### src/rtl/simon_pkg.sv
// Shared constants and types for the SIMON key-schedule controller:
// the five z sequences (MSB of each literal is consumed first) and the FSM state type.
package simon_pkg;

    localparam int ROUND_W = 7;

    localparam logic [61:0] Z0 = 62'b11111010001001010110000111001101111101000100101011000011100110;
    localparam logic [61:0] Z1 = 62'b10001110111110010011000010110101000111011111001001100001011010;
    localparam logic [61:0] Z2 = 62'b10101111011100000011010010011000101000010001111110010110110011;
    localparam logic [61:0] Z3 = 62'b11011011101011000110010111100000010010001010011100110100001111;
    localparam logic [61:0] Z4 = 62'b11010001111001101011011000100000010111000011001010010011101111;

    typedef enum logic [1:0] {
        IDLE = 2'd0,
        RUN  = 2'd1,
        DONE = 2'd2
    } sched_state_t;

    function automatic logic [61:0] z_select(input int idx);
        case (idx)
            1:       return Z1;
            2:       return Z2;
            3:       return Z3;
            4:       return Z4;
            default: return Z0;
        endcase
    endfunction

endpackage

### src/rtl/simon_zseq_ptr.sv
// Position inside the 62-bit z sequence: a wrapping 0..61 counter and the bit it selects.
module simon_zseq_ptr
    import simon_pkg::*;
#(
    parameter int Z_IDX = 0
) (
    input  logic clk,
    input  logic rst,
    input  logic clr,
    input  logic adv,
    output logic zbit
);

    localparam logic [61:0] Z_SEQ = z_select(Z_IDX);

    logic [5:0] j_reg;

    always_ff @(posedge clk or negedge rst) begin
        if (!rst) begin
            j_reg <= 6'd0;
        end else if (clr) begin
            j_reg <= 6'd0;
        end else if (adv) begin
            j_reg <= (j_reg == 6'd61) ? 6'd0 : j_reg + 6'd1;
        end
    end

    // j=0 picks bit 61, so the sequence streams out MSB-first.
    assign zbit = Z_SEQ[6'd61 - j_reg];

endmodule

### src/rtl/simon_key_sched_ctrl.sv
// Control FSM for a SIMON key-expansion datapath: accepts a master key, then
// hands out ROUNDS subkeys under valid/ready flow control and pulses sched_done.
module simon_key_sched_ctrl
    import simon_pkg::*;
#(
    parameter int Z_IDX     = 0,
    parameter int KEY_WORDS = 4,
    parameter int ROUNDS    = 32
) (
    input  logic                 clk,
    input  logic                 rst,
    input  logic                 key_in_vld,
    output logic                 key_in_rdy,
    input  logic                 abort,
    output logic                 ks_load,
    output logic                 ks_step,
    output logic [ROUND_W-1:0]   ks_round,
    output logic                 ks_zbit,
    output logic                 subkey_out_vld,
    input  logic                 subkey_out_rdy,
    output logic                 sched_done
);

    if (Z_IDX < 0 || Z_IDX > 4) begin : g_bad_z_idx
        $error("simon_key_sched_ctrl: Z_IDX must be 0..4");
    end
    if (KEY_WORDS < 2 || KEY_WORDS > 4) begin : g_bad_key_words
        $error("simon_key_sched_ctrl: KEY_WORDS must be 2..4");
    end
    if (ROUNDS < KEY_WORDS + 1 || ROUNDS > 72) begin : g_bad_rounds
        $error("simon_key_sched_ctrl: ROUNDS must be KEY_WORDS+1..72");
    end

    localparam logic [ROUND_W-1:0] LAST_ROUND = ROUND_W'(ROUNDS - 1);
    localparam logic [ROUND_W-1:0] KW         = ROUND_W'(KEY_WORDS);

    sched_state_t         state_reg;
    logic [ROUND_W-1:0]   round_reg;
    logic                 rdy_reg;
    logic                 vld_reg;
    logic                 done_reg;
    logic                 handshake;
    logic                 last_round;
    logic                 z_bit;

    assign handshake  = vld_reg & subkey_out_rdy;
    assign last_round = (round_reg == LAST_ROUND);

    assign key_in_rdy     = rdy_reg;
    assign ks_load        = key_in_vld & rdy_reg;
    assign ks_step        = handshake & ~abort & ~last_round;
    assign subkey_out_vld = vld_reg;
    // An abort landing on the DONE cycle suppresses the completion pulse.
    assign sched_done     = done_reg & ~abort;
    assign ks_round       = round_reg;
    assign ks_zbit        = (round_reg < KW) ? 1'b0 : z_bit;

    simon_zseq_ptr #(
        .Z_IDX (Z_IDX)
    ) u_zseq_ptr (
        .clk  (clk),
        .rst  (rst),
        .clr  (ks_load),
        .adv  (ks_step & (round_reg >= KW)),
        .zbit (z_bit)
    );

    always_ff @(posedge clk or negedge rst) begin
        if (!rst) begin
            state_reg <= IDLE;
            round_reg <= '0;
            rdy_reg   <= 1'b0;
            vld_reg   <= 1'b0;
            done_reg  <= 1'b0;
        end else begin
            case (state_reg)
                IDLE: begin
                    rdy_reg <= 1'b1;
                    if (ks_load) begin
                        state_reg <= RUN;
                        round_reg <= '0;
                        rdy_reg   <= 1'b0;
                        vld_reg   <= 1'b1;
                    end
                end
                RUN: begin
                    if (abort) begin
                        state_reg <= IDLE;
                        round_reg <= '0;
                        vld_reg   <= 1'b0;
                        rdy_reg   <= 1'b1;
                    end else if (handshake) begin
                        if (last_round) begin
                            state_reg <= DONE;
                            vld_reg   <= 1'b0;
                            done_reg  <= 1'b1;
                        end else begin
                            round_reg <= round_reg + 1'b1;
                        end
                    end
                end
                DONE: begin
                    state_reg <= IDLE;
                    round_reg <= '0;
                    done_reg  <= 1'b0;
                    rdy_reg   <= 1'b1;
                end
                default: begin
                    state_reg <= IDLE;
                    round_reg <= '0;
                    vld_reg   <= 1'b0;
                    done_reg  <= 1'b0;
                    rdy_reg   <= 1'b0;
                end
            endcase
        end
    end

endmodule
### config.mk
export PLATFORM = sky130hd
export DESIGN_NAME = simon_key_sched_ctrl
export DESIGN_NICKNAME = d
export VERILOG_FILES = /design/src/rtl/simon_pkg.sv /design/src/rtl/simon_zseq_ptr.sv /design/src/rtl/simon_key_sched_ctrl.sv
export SDC_FILE = /design/constraint.sdc
export NUM_CORES = 1
export LEC_CHECK = 0
export ABC_AREA = 1
export CORE_MARGIN = 1
export CORE_UTILIZATION = 35
export DETAILED_ROUTE_END_ITERATION = 6
export GPL_TIMING_DRIVEN = 0
export SKIP_CTS_REPAIR_TIMING = 1
export SYNTH_ARGS = -nofsm -noshare
export SYNTH_HDL_FRONTEND = slang
export SYNTH_SLANG_ARGS = --single-unit
### constraint.sdc
create_clock -name clk -period 4.53 [get_ports clk]
set_input_delay 0.6795 -clock clk [delete_from_list [all_inputs] [get_ports clk]]
set_output_delay 0.6795 -clock clk [all_outputs]
set_load 0.005 [all_outputs]
## Word-level counts from Yosys, hierarchy flattened

Memories as Yosys holds them, arrays and structs flattened.
Index checks and enable logic that the tools add are counted.
W data, S select, Z words.

- $add $sub $neg: 3
- Order comparisons: 3
- Eq/ne operators: 12
- Multiplexer cells: 27
- Bitwise logic cells: 10
- Reductions and logical operators: 6

Operator list:

| cell | number |
|---|---|
| $mux W7 | 4 |
| $mux W6 | 3 |
| $pmux W7 S2 | 1 |
| $mux W1 | 11 |
| $ne A2 B2 Y1 const B | 5 |
| $ne A3 B3 Y1 const B | 3 |
| $mux W2 | 4 |
| $reduce_and A4 Y1 | 2 |
| $add A7 B1 Y7 const B | 1 |
| $eq A7 B5 Y1 const B | 1 |
| $ge A7 B3 Y1 const B | 1 |
| $lt A6 B7 Y1 const B | 1 |
| $lt A7 B3 Y1 const B | 1 |
| $add A6 B1 Y6 const B | 1 |
| $and A1 B1 Y1 | 6 |
| $eq A6 B6 Y1 const B | 1 |
| $pmux W1 S3 | 2 |
| $reduce_and A3 Y1 | 2 |
| $sub A6 B6 Y6 const A | 1 |
| $not A1 Y1 | 4 |
| $pmux W2 S2 | 1 |
| $eq A2 B1 Y1 const B | 1 |
| $eq A2 B2 Y1 const B | 1 |
| $logic_not A2 Y1 | 1 |
| 2 further kinds | 2 |

- Register bits after elaboration: 18
- Bits in read-only memories: 64
- Output and inout bits: 13
- Memories: 1

Memories:

| name | words | width | rd ports | clocked after memory_dff | write ports | line | RTL |
|---|---|---|---|---|---|---|---|
| (no name shown) | 64 | 1 | 1 | 0 | 0 | simon_zseq_ptr.sv:29 | `assign zbit = Z_SEQ[6'd61 - j_reg];` |

## Logic depth before layout (Yosys ltp)

- Depth after elaboration: 6
- Gate-level depth with buffers: 13
- Gate-level depth less buffers: 12

## By module

A second synthesis with hierarchy kept.

- Cell total of the unflattened synthesis: 226
- Area, all modules: 1580.3 um^2

By module, submodules not included:

| module | instances | cells an instance | area an instance (um^2) | seq. area each (um^2) |
|---|---|---|---|---|
| simon_key_sched_ctrl | 1 | 127 | 903.4 | 300.3 |
| simon_zseq_ptr | 1 | 99 | 676.9 | 150.1 |

## Least setup slack after synthesis

OpenSTA, ideal clock, no wires.

- Path type: reg2out
- From: register u_zseq_ptr.j_reg[1]
- To: output port ks_zbit
- Data arrival time: 1.612 ns
- Setup slack: 2.238 ns
- Cell stages (with the launch flop): 14
- Cells stage by stage: dfrtp_1 inv_1 ha_1 buf_2 inv_1 nand2_1 nand2_1 nand2_1 nand2_1 nand2_1 nand2_1 nand2_1 nand2_1 nor2_1

- Longest elaborated chain between the ends: 4

RTL lines:

| item | line | RTL |
|---|---|---|
| from (decl) | simon_zseq_ptr.sv:16 | `logic [5:0] j_reg;` |
| from (signal assigned) | simon_zseq_ptr.sv:24 | `j_reg <= (j_reg == 6'd61) ? 6'd0 : j_reg + 6'd1;` |
| $sub A6 B6 Y6 | simon_zseq_ptr.sv:29 |  |
| $mem_v2 Z64 W1 | - |  |
| $mux W1 (implied by the code) | simon_zseq_ptr.sv:29 |  |
| $mux W1 | simon_key_sched_ctrl.sv:56 | `assign ks_zbit = (round_reg < KW) ? 1'b0 : z_bit;` |
| to (decl) | simon_key_sched_ctrl.sv:18 | `output logic ks_zbit,` |

Every way passes these cells. The select of a mux whose other input is x is not followed.

## Worst setup path in the final report

Ends and elaborated chain as after synthesis.

==> results.toml <==
[timing]
slew_viol_final = 0
tightest_slew_ps = 827
finalHoldViolCount = 0
setup_viol = 0
clock.fmax_ghz = 0.309
period_needed_ps = 3230
post-route-period-util_pct = 71.4
fin_tns_setup_ps = 0
slew_headroom_pct = 44.7
clock_skew_ps = 2.48
rsz0062_at_grt = "no"

[placed_design]
portBuffers = 17
dpl_cell_area_um2 = 1750
dpl.hpwl_mm = 2.41
place_congestion = 0.786

[grt]
grt_max_degree = 19
first_global_vias = 1218
grt_overflow = 0
grt_pass1_wl_mm = 5.28
grt.total_usage_pct = 15.2
antenna_found_initial = 0

[clock_tree]
clock-sinks = 18
clk_root_buffer_cell = "clkbuf_8"
clock_latency_ps = 260
htree_levels = 1
cts.path.max_buffers = 2
cts_buffers = 3
cts_tree = "yes"
clkTransAtPathRegs_ps = 70

[floorplanning]
die_area_um2 = 4590
die_x_um = 67.8
initial_core_util_pct = 37.0
die-height_um = 67.8
io-pin-count = 18
rows = 23
core_area_um2 = 4090

[synthesis]
syn_inst = 215
syn-cell-area_um2 = 1510
yosys.area.top_type_share_pct = 29.8
avgSynthCellArea_um2 = 7.04
synth_seq_cells = 18
yosys_warnings = 0
synthTopCellsByArea = "dfrtp_1 (30%), nand2_1 (18%), ha_1 (15%)"
yosysSeqAreaShare_pct = 29.8
synth.distinct_cells = 25
synth_top_cell_by_area = "dfrtp_1"
synth_nets = 238

[critical_path]
worst-setup-path-type = "reg2out"
cp.required_ps = 3850
crit_path_top_delay_cell = "dfrtp_1"
reg2regPathDepth = 8
cp_common_cell = "nand2_1"
cp_max_fo = 10
crit_chain = "inv_1 -> ha_1 -> buf_2 -> inv_1 -> nand2_1 -> nand2_1 -> nand2_1 -> nand2_1 -> nand2_1 -> nand2_1 -> nand2_1 -> nand2_1 -> nor2_1 -> clkdlybuf4s50_1"
worstSetupStartpointType = "register"
cp.arrival_ps = 2560
cp_slowest_stage_delay_ps = 530
cp-end-kind = "primary output"

[pwr]
p_leak_nw = 0.962
vdd_ir_drop_max_uv = 267
power.density_nw_per_um2 = 333
p_total_w = 0.000599

[drt]
initialDrtViolationCount = 39
vias = 1343
drtPass1Iterations = 4
routed_via_density = 4.70
ant_nets = 0
wire_per_inst_um = 10.7
drc = 0
routed_wl_mm = 3.06

[layout]
fin_nets = 260
largest_register_ffs = 7
drive_gt1_share_pct = 8.90
area_delta_synth_final_pct = 19.0
final_cell_area_um2 = 1800
final_util_pct = 44.1
antenna_cells = 0

[min_path]
hold-path-cell-count = 2
hp-class = "reg2reg"

[outcome]
status = "complete, no violations"

[flow_run]
maxCapViolCount = 0
==> layout by cell type (no fill, tap or decap), drive strengths merged, types with 3 or more instances in the layout <==
cell           count
o21ai              6
nor2              20
inv               28
clkdlybuf4s50     17
a21oi              4
clkbuf             4
dfrtp             18
nand2             76
xor2               5
buf                3
ha                18
nand4              9
nand3             24
==> layout make-up <==
cell class | count | area, um2
plain buffers | 3 | 21.3
clock buffers | 4 | 55.1
fillers | 433 | 2280
inverters | 28 | 105
multi-input cells | 166 | 937
flip-flops and latches | 18 | 450
well taps | 50 | 62.6
repair buffers | 17 | 170
==> worst paths after layout <==
kind,from,to,slack [ps]
min,subkey_out_vld,subkey_out_vld,500
min in group asynchronous,rst,ks_round[1],900
max,u_zseq_ptr.j_reg[1],ks_zbit,1300
max in group asynchronous,rst,ks_round[2],3120
min reg2reg,subkey_out_vld,subkey_out_vld,500
max reg2reg,state_reg[1],ks_round[2],2910
==> per-layer routing <==
layer	GRT usage [%]	share of wire [%]	vias to the layer above
met1	18.8	47	599
met2	26.5	49	16
met4	6.25	1.6	0
met3	1.52	1.9	5
met5	0	0	-
li1	-	-	723
==> stage by stage <==
stage	setup WS, ps	hold WS [ps]	instances
5_1_grt	1020	552	286
2_1_floorplan	2240	384	215
4_1_cts	1260	507	286
6_report	1300	501	286
3_3_place_gp	1530	491	282
3_5_place_dp	1540	489	282
==> worst max-delay path, delay by kind of cell, from the launching register on <==
family	cells	cell delay, ps
DFF	1	530
buffers and inverters	4	940
and+or+nand+nor	9	520
adders and majority gates	1	310
==> cell usage after synthesis (all sizes together) <==
cell	instances
o21ai	6
nand4	9
ha	18
nor2	20
o21bai	1
a21oi	4
inv	28
a211oi	1
buf	3
nand3b	1
nor4	1
xor2	5
nand2	76
dfrtp	18
nand3	24
==> kinds of logic (layout without fill, tap and decap cells) <==
logic type / Yosys count / in the layout / synth area share [%]
adder cells (fa/ha/maj): 18 / 18 / 14.9
flip-flops: 18 / 18 / 29.8
AND/OR/NAND/NOR: 131 / 131 / 38.8
XOR/XNOR: 5 / 5 / 2.89
AO/OA/AOI/OAI: 12 / 12 / 5.29
buffers and inverters: 31 / 52 / 8.35
==> power breakdown <==
group          switching [W]  internal (W)  total (W)
Combinational       0.000155      0.000103   0.000257
Clock              0.0000552     0.0000773   0.000133
Sequential         0.0000246      0.000185   0.000210
No activity file was read; power rests on OpenSTA's default activity.
